File: config.mk
export PLATFORM = sky130hd
export DESIGN_NAME = range_reducer
export DESIGN_NICKNAME = d
export VERILOG_FILES = /design/src/rtl/range_pkg.sv /design/src/rtl/mod_step.sv /design/src/rtl/range_reducer.sv
export SDC_FILE = /design/constraint.sdc
export NUM_CORES = 1
export LEC_CHECK = 0
export BUFFER_PORTS_ARGS = -buffer_cell sky130_fd_sc_hd__buf_2
export CAP_MARGIN = 40
export CORE_MARGIN = 4
export CORE_UTILIZATION = 42
export DETAILED_ROUTE_END_ITERATION = 7
export PLACE_DENSITY = 0.68
export SYNTH_ARGS = -nofsm -noshare
export SYNTH_HDL_FRONTEND = slang
export SYNTH_HIERARCHICAL = 1
export SYNTH_SLANG_ARGS = --single-unit
File: constraint.sdc
create_clock -name clk -period 3.8 [get_ports clk]
set_input_delay 0.76 -clock clk [delete_from_list [all_inputs] [get_ports clk]]
set_output_delay 0.76 -clock clk [all_outputs]
set_load 0.1 [all_outputs]
File: src/rtl/range_pkg.sv
// Shared types and constants for the range reducer.
package range_pkg;

  typedef enum logic [1:0] {
    StIdle   = 2'd0,
    StReduce = 2'd1,
    StFix    = 2'd2,
    StDone   = 2'd3
  } state_e;

  localparam logic WRAP  = 1'b0;
  localparam logic CLAMP = 1'b1;

  // Ceiling log2; clog2(0) and clog2(1) both return 0.
  function automatic int unsigned clog2(input int unsigned value);
    int unsigned v;
    int unsigned result;
    v      = (value > 0) ? value - 1 : 0;
    result = 0;
    while (v != 0) begin
      v      = v >> 1;
      result = result + 1;
    end
    return result;
  endfunction

endpackage

File: src/rtl/mod_step.sv
// One restoring-division step: shift in a bit, subtract the modulus if it fits.
module mod_step
  import range_pkg::*;
#(
  parameter int MOD   = 100,
  parameter int REM_W = clog2(MOD) + 1
) (
  input  logic [REM_W-1:0] rem_in,
  input  logic             bit_in,
  output logic [REM_W-1:0] rem_out
);

  localparam logic [REM_W:0] MOD_EXT = (REM_W + 1)'(MOD);

  logic [REM_W:0] shifted;
  logic [REM_W:0] reduced;

  // rem_in < MOD, so the shifted value stays below 2*MOD and fits in REM_W bits after reduction
  always_comb begin
    shifted = {rem_in, bit_in};
    reduced = (shifted >= MOD_EXT) ? (shifted - MOD_EXT) : shifted;
    rem_out = reduced[REM_W-1:0];
  end

endmodule

File: src/rtl/range_reducer.sv
// Reduces a signed value into 0..MOD-1, either by floor modulo (bit-serial) or by clamping.
module range_reducer
  import range_pkg::*;
#(
  parameter int IN_W  = 10,
  parameter int OUT_W = 7,
  parameter int MOD   = 100
) (
  input  logic                    clk,
  input  logic                    rst_n,
  input  logic                    in_valid,
  output logic                    in_ready,
  input  logic signed [IN_W-1:0]  in_val,
  input  logic                    in_mode,
  output logic                    out_valid,
  input  logic                    out_ready,
  output logic [OUT_W-1:0]        out_val,
  output logic                    out_oor,
  output logic                    busy
);

  localparam int REM_W = clog2(MOD) + 1;
  localparam int CNT_W = (clog2(IN_W + 1) > 0) ? clog2(IN_W + 1) : 1;
  localparam logic [REM_W-1:0] MOD_REM  = REM_W'(MOD);
  localparam logic [CNT_W-1:0] CNT_LAST = CNT_W'(IN_W - 1);

  if (MOD < 2 || MOD > (2 ** OUT_W)) begin : gen_bad_mod
    $fatal(1, "range_reducer: MOD must satisfy 2 <= MOD <= 2**OUT_W");
  end

  state_e                 state_q, state_d;
  logic [IN_W-1:0]        mag_q, mag_d;
  logic [REM_W-1:0]       rem_q, rem_d;
  logic [CNT_W-1:0]       cnt_q, cnt_d;
  logic signed [IN_W-1:0] val_q, val_d;
  logic                   mode_q, mode_d;
  logic                   out_valid_q, out_valid_d;
  logic [OUT_W-1:0]       out_val_q, out_val_d;
  logic                   out_oor_q, out_oor_d;

  logic                   accept;
  logic [REM_W-1:0]       rem_step;
  logic signed [31:0]     val_ext;
  logic                   is_neg;
  logic                   is_high;
  logic [REM_W-1:0]       neg_rem;
  logic [OUT_W-1:0]       wrap_val;
  logic [OUT_W-1:0]       clamp_val;

  assign in_ready  = (state_q == StIdle) || ((state_q == StDone) && out_ready);
  assign accept    = in_valid && in_ready;
  assign busy      = (state_q != StIdle);
  assign out_valid = out_valid_q;
  assign out_val   = out_val_q;
  assign out_oor   = out_oor_q;

  mod_step #(
    .MOD   (MOD),
    .REM_W (REM_W)
  ) u_mod_step (
    .rem_in  (rem_q),
    .bit_in  (mag_q[IN_W-1]),
    .rem_out (rem_step)
  );

  // Result formation from the captured input and the finished remainder
  always_comb begin
    val_ext   = 32'(val_q);
    is_neg    = val_q[IN_W-1];
    is_high   = (val_ext > (MOD - 1));
    neg_rem   = MOD_REM - rem_q;
    if (!is_neg) begin
      wrap_val = OUT_W'(rem_q);
    end else if (rem_q == '0) begin
      wrap_val = '0;
    end else begin
      wrap_val = OUT_W'(neg_rem);
    end
    if (is_neg) begin
      clamp_val = '0;
    end else if (is_high) begin
      clamp_val = OUT_W'(MOD - 1);
    end else begin
      clamp_val = val_ext[OUT_W-1:0];
    end
  end

  // Next-state and datapath control
  always_comb begin
    state_d     = state_q;
    mag_d       = mag_q;
    rem_d       = rem_q;
    cnt_d       = cnt_q;
    val_d       = val_q;
    mode_d      = mode_q;
    out_valid_d = out_valid_q;
    out_val_d   = out_val_q;
    out_oor_d   = out_oor_q;

    unique case (state_q)
      StReduce: begin
        rem_d = rem_step;
        mag_d = {mag_q[IN_W-2:0], 1'b0};
        cnt_d = cnt_q + 1'b1;
        if (cnt_q == CNT_LAST) begin
          state_d = StFix;
        end
      end
      StFix: begin
        out_val_d   = (mode_q == CLAMP) ? clamp_val : wrap_val;
        out_oor_d   = is_neg || is_high;
        out_valid_d = 1'b1;
        state_d     = StDone;
      end
      StDone: begin
        if (out_ready) begin
          out_valid_d = 1'b0;
          state_d     = StIdle;
        end
      end
      default: ;
    endcase

    // Accept covers both IDLE and the back-to-back case in DONE
    if (accept) begin
      val_d       = in_val;
      mode_d      = in_mode;
      mag_d       = in_val[IN_W-1] ? ((~in_val) + IN_W'(1)) : in_val;
      rem_d       = '0;
      cnt_d       = '0;
      out_valid_d = 1'b0;
      state_d     = (in_mode == CLAMP) ? StFix : StReduce;
    end
  end

  // State registers with asynchronous clear
  always_ff @(posedge clk or negedge rst_n) begin
    if (!rst_n) begin
      state_q     <= StIdle;
      mag_q       <= '0;
      rem_q       <= '0;
      cnt_q       <= '0;
      val_q       <= '0;
      mode_q      <= 1'b0;
      out_valid_q <= 1'b0;
      out_val_q   <= '0;
      out_oor_q   <= 1'b0;
    end else begin
      state_q     <= state_d;
      mag_q       <= mag_d;
      rem_q       <= rem_d;
      cnt_q       <= cnt_d;
      val_q       <= val_d;
      mode_q      <= mode_d;
      out_valid_q <= out_valid_d;
      out_val_q   <= out_val_d;
      out_oor_q   <= out_oor_d;
    end
  end

endmodule

==> impl_metrics.env <==
export IMPL_synthesis_area_per_instance_um2=9.30
export IMPL_area_growth_synth_to_final_pct=11.4
export IMPL_dp_hpwl_um=3790
export IMPL_reg2reg_setup_slack_ns=1.67
export IMPL_detailed_place_area_um2=2740
export IMPL_ir_worst_vdd_v=0.000769
export IMPL_cp_data_arrival_time_ns=1.59
export IMPL_reg2reg_depth=7
export IMPL_die_area_um2=7420
export IMPL_htreeDepth=2
export IMPL_totalWireLength_um=5080
export IMPL_via_count_of_the_first_global_routing_pass=1915
export IMPL_overall_via_count_from_detail_route=1953
export IMPL_clk_insertion_delay_late_ns=0.30
export IMPL_finalCritPeriodShare_pct=61.8
export IMPL_timing_critical_path_required_ns=3.04
export IMPL_synth_net_count=303
export IMPL_pin_count=26
export IMPL_synthMostInstantiatedCell="sky130_fd_sc_hd__nand2_1"
export IMPL_pin_count_of_the_biggest_net_entering_global_routing=33
export IMPL_finalSetupTns_ns=0
export IMPL_run_status="complete, no violations"
export IMPL_clock_sinks=44
export IMPL_grt_use_total_pct=15.0
export IMPL_synth_top_cells_by_area="sky130_fd_sc_hd__dfrtp_1, sky130_fd_sc_hd__nand2_1, sky130_fd_sc_hd__ha_1"
export IMPL_synth_main_ff_cell="sky130_fd_sc_hd__dfrtp_1"
export IMPL_core_area_um2=5920
export IMPL_static_leakage_power_nw=1.34
export IMPL_postRouteAntennaNets=0
export IMPL_path_delay_family="buffers and inverters"
export IMPL_cellPowerDensity_nw_per_um2=909
export IMPL_nNetsFinal=324
export IMPL_area_sequential_um2=1100
export IMPL_grt_setup_unrepaired="no"
export IMPL_netlist_instances=276
export IMPL_timing_critical_path_fanout_max=5
export IMPL_post_route_cell_area_um2=2860
export IMPL_clock_skew_final_ns=0.00852
export IMPL_worstReg2RegEnd="mag_q[8]"
export IMPL_rows=28
export IMPL_die_height_um=86.2
export IMPL_clkTransAtPathRegs_ns=0.09
export IMPL_number_of_enable_flip_flop_cells_after_synthesis=0
export IMPL_post_cts_resized=0
export IMPL_path_cells="inv_1 -> ha_1 -> a21o_1 -> buf_2"
export IMPL_syn_cell_area_um2=2570
export IMPL_tritoncts_clock_tree="yes"
export IMPL_number_of_unique_standard_cell_types_used_by_synthesis=47
export IMPL_multi_input_area_um2=1330
export IMPL_setup_violations=0
export IMPL_crit_end_category="output pin"
export IMPL_cts_buffers_inserted=5
export IMPL_count_of_tritonroute_iterations_in_the_first_routing_pass=4
export IMPL_io_buffers=25
export IMPL_post_synth_most_frequent_cells="sky130_fd_sc_hd__nand2_1, sky130_fd_sc_hd__dfrtp_1, sky130_fd_sc_hd__nor2_1"
export IMPL_fillers=566
export IMPL_drive_gt1_share_pct=15.8
export IMPL_timing_fmax_ghz=0.426
export IMPL_drt_vias_per_instance=5.24
export IMPL_yosys_area_top_type_share_pct=42.9
export IMPL_global_route_overflow_total=0
export IMPL_timing_critical_path_buf_inv=2
export IMPL_seq_area_frac_synth_pct=42.9
export IMPL_min_period_ns=2.35
export IMPL_cts_post_setup_buffers_inserted=0
export IMPL_synthArstFlopShare_pct=100
export IMPL_yosys_area_top_type="sky130_fd_sc_hd__dfrtp_1"
export IMPL_final_number_of_hold_violating_endpoints=0
export IMPL_final_max_slew_violation_count=0
export IMPL_number_of_antenna_violations_at_the_first_check_in_global_routing=0
export IMPL_crit_path_top_delay_cell="sky130_fd_sc_hd__dfrtp_1"
export IMPL_worstMarginPinSlew_ns=0.757
export IMPL_detail_route_iter0_violations=71
export IMPL_cts_hold_buffers=0
export IMPL_critPathLaunchType="flip-flop"
export IMPL_timing_hold_worst_class="in -> async"
export IMPL_timing_slew_headroom_pct=49.6
export IMPL_drt_wirelength_per_cell_um=13.6
export IMPL_ys_ff_latch=44
export IMPL_synth_warnings=6
export IMPL_max_root_sink_buffers=2
export IMPL_fp_dieW_um=86.2
export IMPL_global_route_wire_length_before_repair_um=8940
export IMPL_initial_utilization_pct=43.3
export IMPL_maxCapViolCount=0
export IMPL_critical_path_max_stage_delay_ns=0.44
export IMPL_place_congestion=0.775
export IMPL_timing_rr_start="state_q[0]"
export IMPL_critical_path_class="reg -> out"
export IMPL_n_antenna_cell=0
export IMPL_number_of_remaining_drc_errors=0
export IMPL_cts_root_buf="sky130_fd_sc_hd__clkbuf_8"
## placed cells by master, fill, tap and decap left out, types with 2 or more instances in the layout
master	netlist	layout
sky130_fd_sc_hd__nand3_1	4	4
sky130_fd_sc_hd__inv_1	15	15
sky130_fd_sc_hd__nor2_1	24	24
sky130_fd_sc_hd__a21oi_1	9	9
sky130_fd_sc_hd__ha_1	12	12
sky130_fd_sc_hd__nand2b_1	4	4
sky130_fd_sc_hd__nand2_1	49	49
sky130_fd_sc_hd__nor2b_1	4	4
sky130_fd_sc_hd__o31ai_1	5	5
sky130_fd_sc_hd__xor2_1	9	9
sky130_fd_sc_hd__o21ai_2	2	2
sky130_fd_sc_hd__xnor2_1	6	6
sky130_fd_sc_hd__buf_4	2	2
sky130_fd_sc_hd__a211oi_1	5	5
sky130_fd_sc_hd__clkbuf_8	0	5
sky130_fd_sc_hd__mux2i_1	15	15
sky130_fd_sc_hd__o221ai_1	2	2
sky130_fd_sc_hd__a221o_1	4	4
sky130_fd_sc_hd__mux2_2	2	2
sky130_fd_sc_hd__buf_2	8	25
sky130_fd_sc_hd__dfrtp_1	44	44
sky130_fd_sc_hd__nand4b_1	2	2
sky130_fd_sc_hd__o21ai_0	16	16
sky130_fd_sc_hd__and2_1	2	2
sky130_fd_sc_hd__nor3_1	6	6
## worst max path at each step
stage          slack, ns  depth (start not counted)        from          to
2_1_floorplan       1.49                          5   out_ready  state_q[1]
3_3_place_gp        1.56                          6   out_ready    mag_q[6]
3_5_place_dp        1.51                          6   out_ready    mag_q[8]
4_1_cts             1.43                          4  state_q[0]    in_ready
5_1_grt             1.35                          4  state_q[1]    in_ready
6_report            1.45                          4  state_q[0]    in_ready
## layout make-up
| type | instances | share of cell area, % |
|---|---|---|
| Tap cell | 75 | 3.28 |
| Timing Repair Buffer | 28 | 5.60 |
| Multi-Input combinational cell | 203 | 46.6 |
| Clock inverter | 3 | 1.62 |
| Inverter | 15 | 1.97 |
| Clock buffer | 5 | 2.41 |
| Sequential cell | 44 | 38.5 |
## through the flow
step / cells / power (mW) / setup WS [ns] / util, % / hold slack, ns
after detailed placement: 365 / 2.24 / 1.51 / 46.3 / 0.500
after global routing: 373 / 2.81 / 1.35 / 48.3 / 0.337
after CTS: 373 / 2.62 / 1.43 / 48.3 / 0.341
after global placement: 364 / 2.21 / 1.56 / 46.0 / 0.495
final: 373 / 2.60 / 1.45 / 48.3 / 0.332
after floorplan: 276 / 1.99 / 1.49 / - / 0.441
## report_power, final
group          switching [mW]  internal, mW  leakage, nW  total (mW)
clock network           0.169         0.198       0.0548       0.367
registers               0.208         0.673        0.558       0.881
logic                   0.890         0.458        0.723        1.35
total                    1.27          1.33         1.34        2.60
## routing by layer
metal | share of wire (%) | wire [um] | GRT usage [%] | up-vias
met3 | 4.2 | 214 | 3.46 | 5
met2 | 46 | 2350 | 23.5 | 28
li1 | - | - | - | 987
met1 | 49 | 2470 | 21.1 | 933
met5 | 0 | 0 | 0 | -
met4 | 0.91 | 46 | 3.45 | 0
## logic make-up after synthesis
family                   Yosys count  share of synthesized area, %
buffers and inverters             29                          5.22
XOR/XNOR                          15                          5.12
adder cells (fa/ha/maj)           12                          5.85
flip-flops                        44                          42.9
multiplexers                      17                          6.73
AO/OA/AOI/OAI                     56                          15.1
AND/OR/NAND/NOR                  103                          19.1
## sequential cells by signal (all words and copies together) (netlist names)
name       count
mag_q         10
val_q         10
rem_q          8
out_val        7
cnt_q          4
state_q        2
mode_q         1
out_oor        1
out_valid      1
## worst reg2reg max path: cells and delay by family, from the launching register on
family	cells	cell delay, ns
compound gates	3	0.33
buf+inv	2	0.47
simple gates	1	0.63
flops	1	0.44
fa+ha+maj	1	0.19
Note: power is estimated with default switching activity, not from simulation.
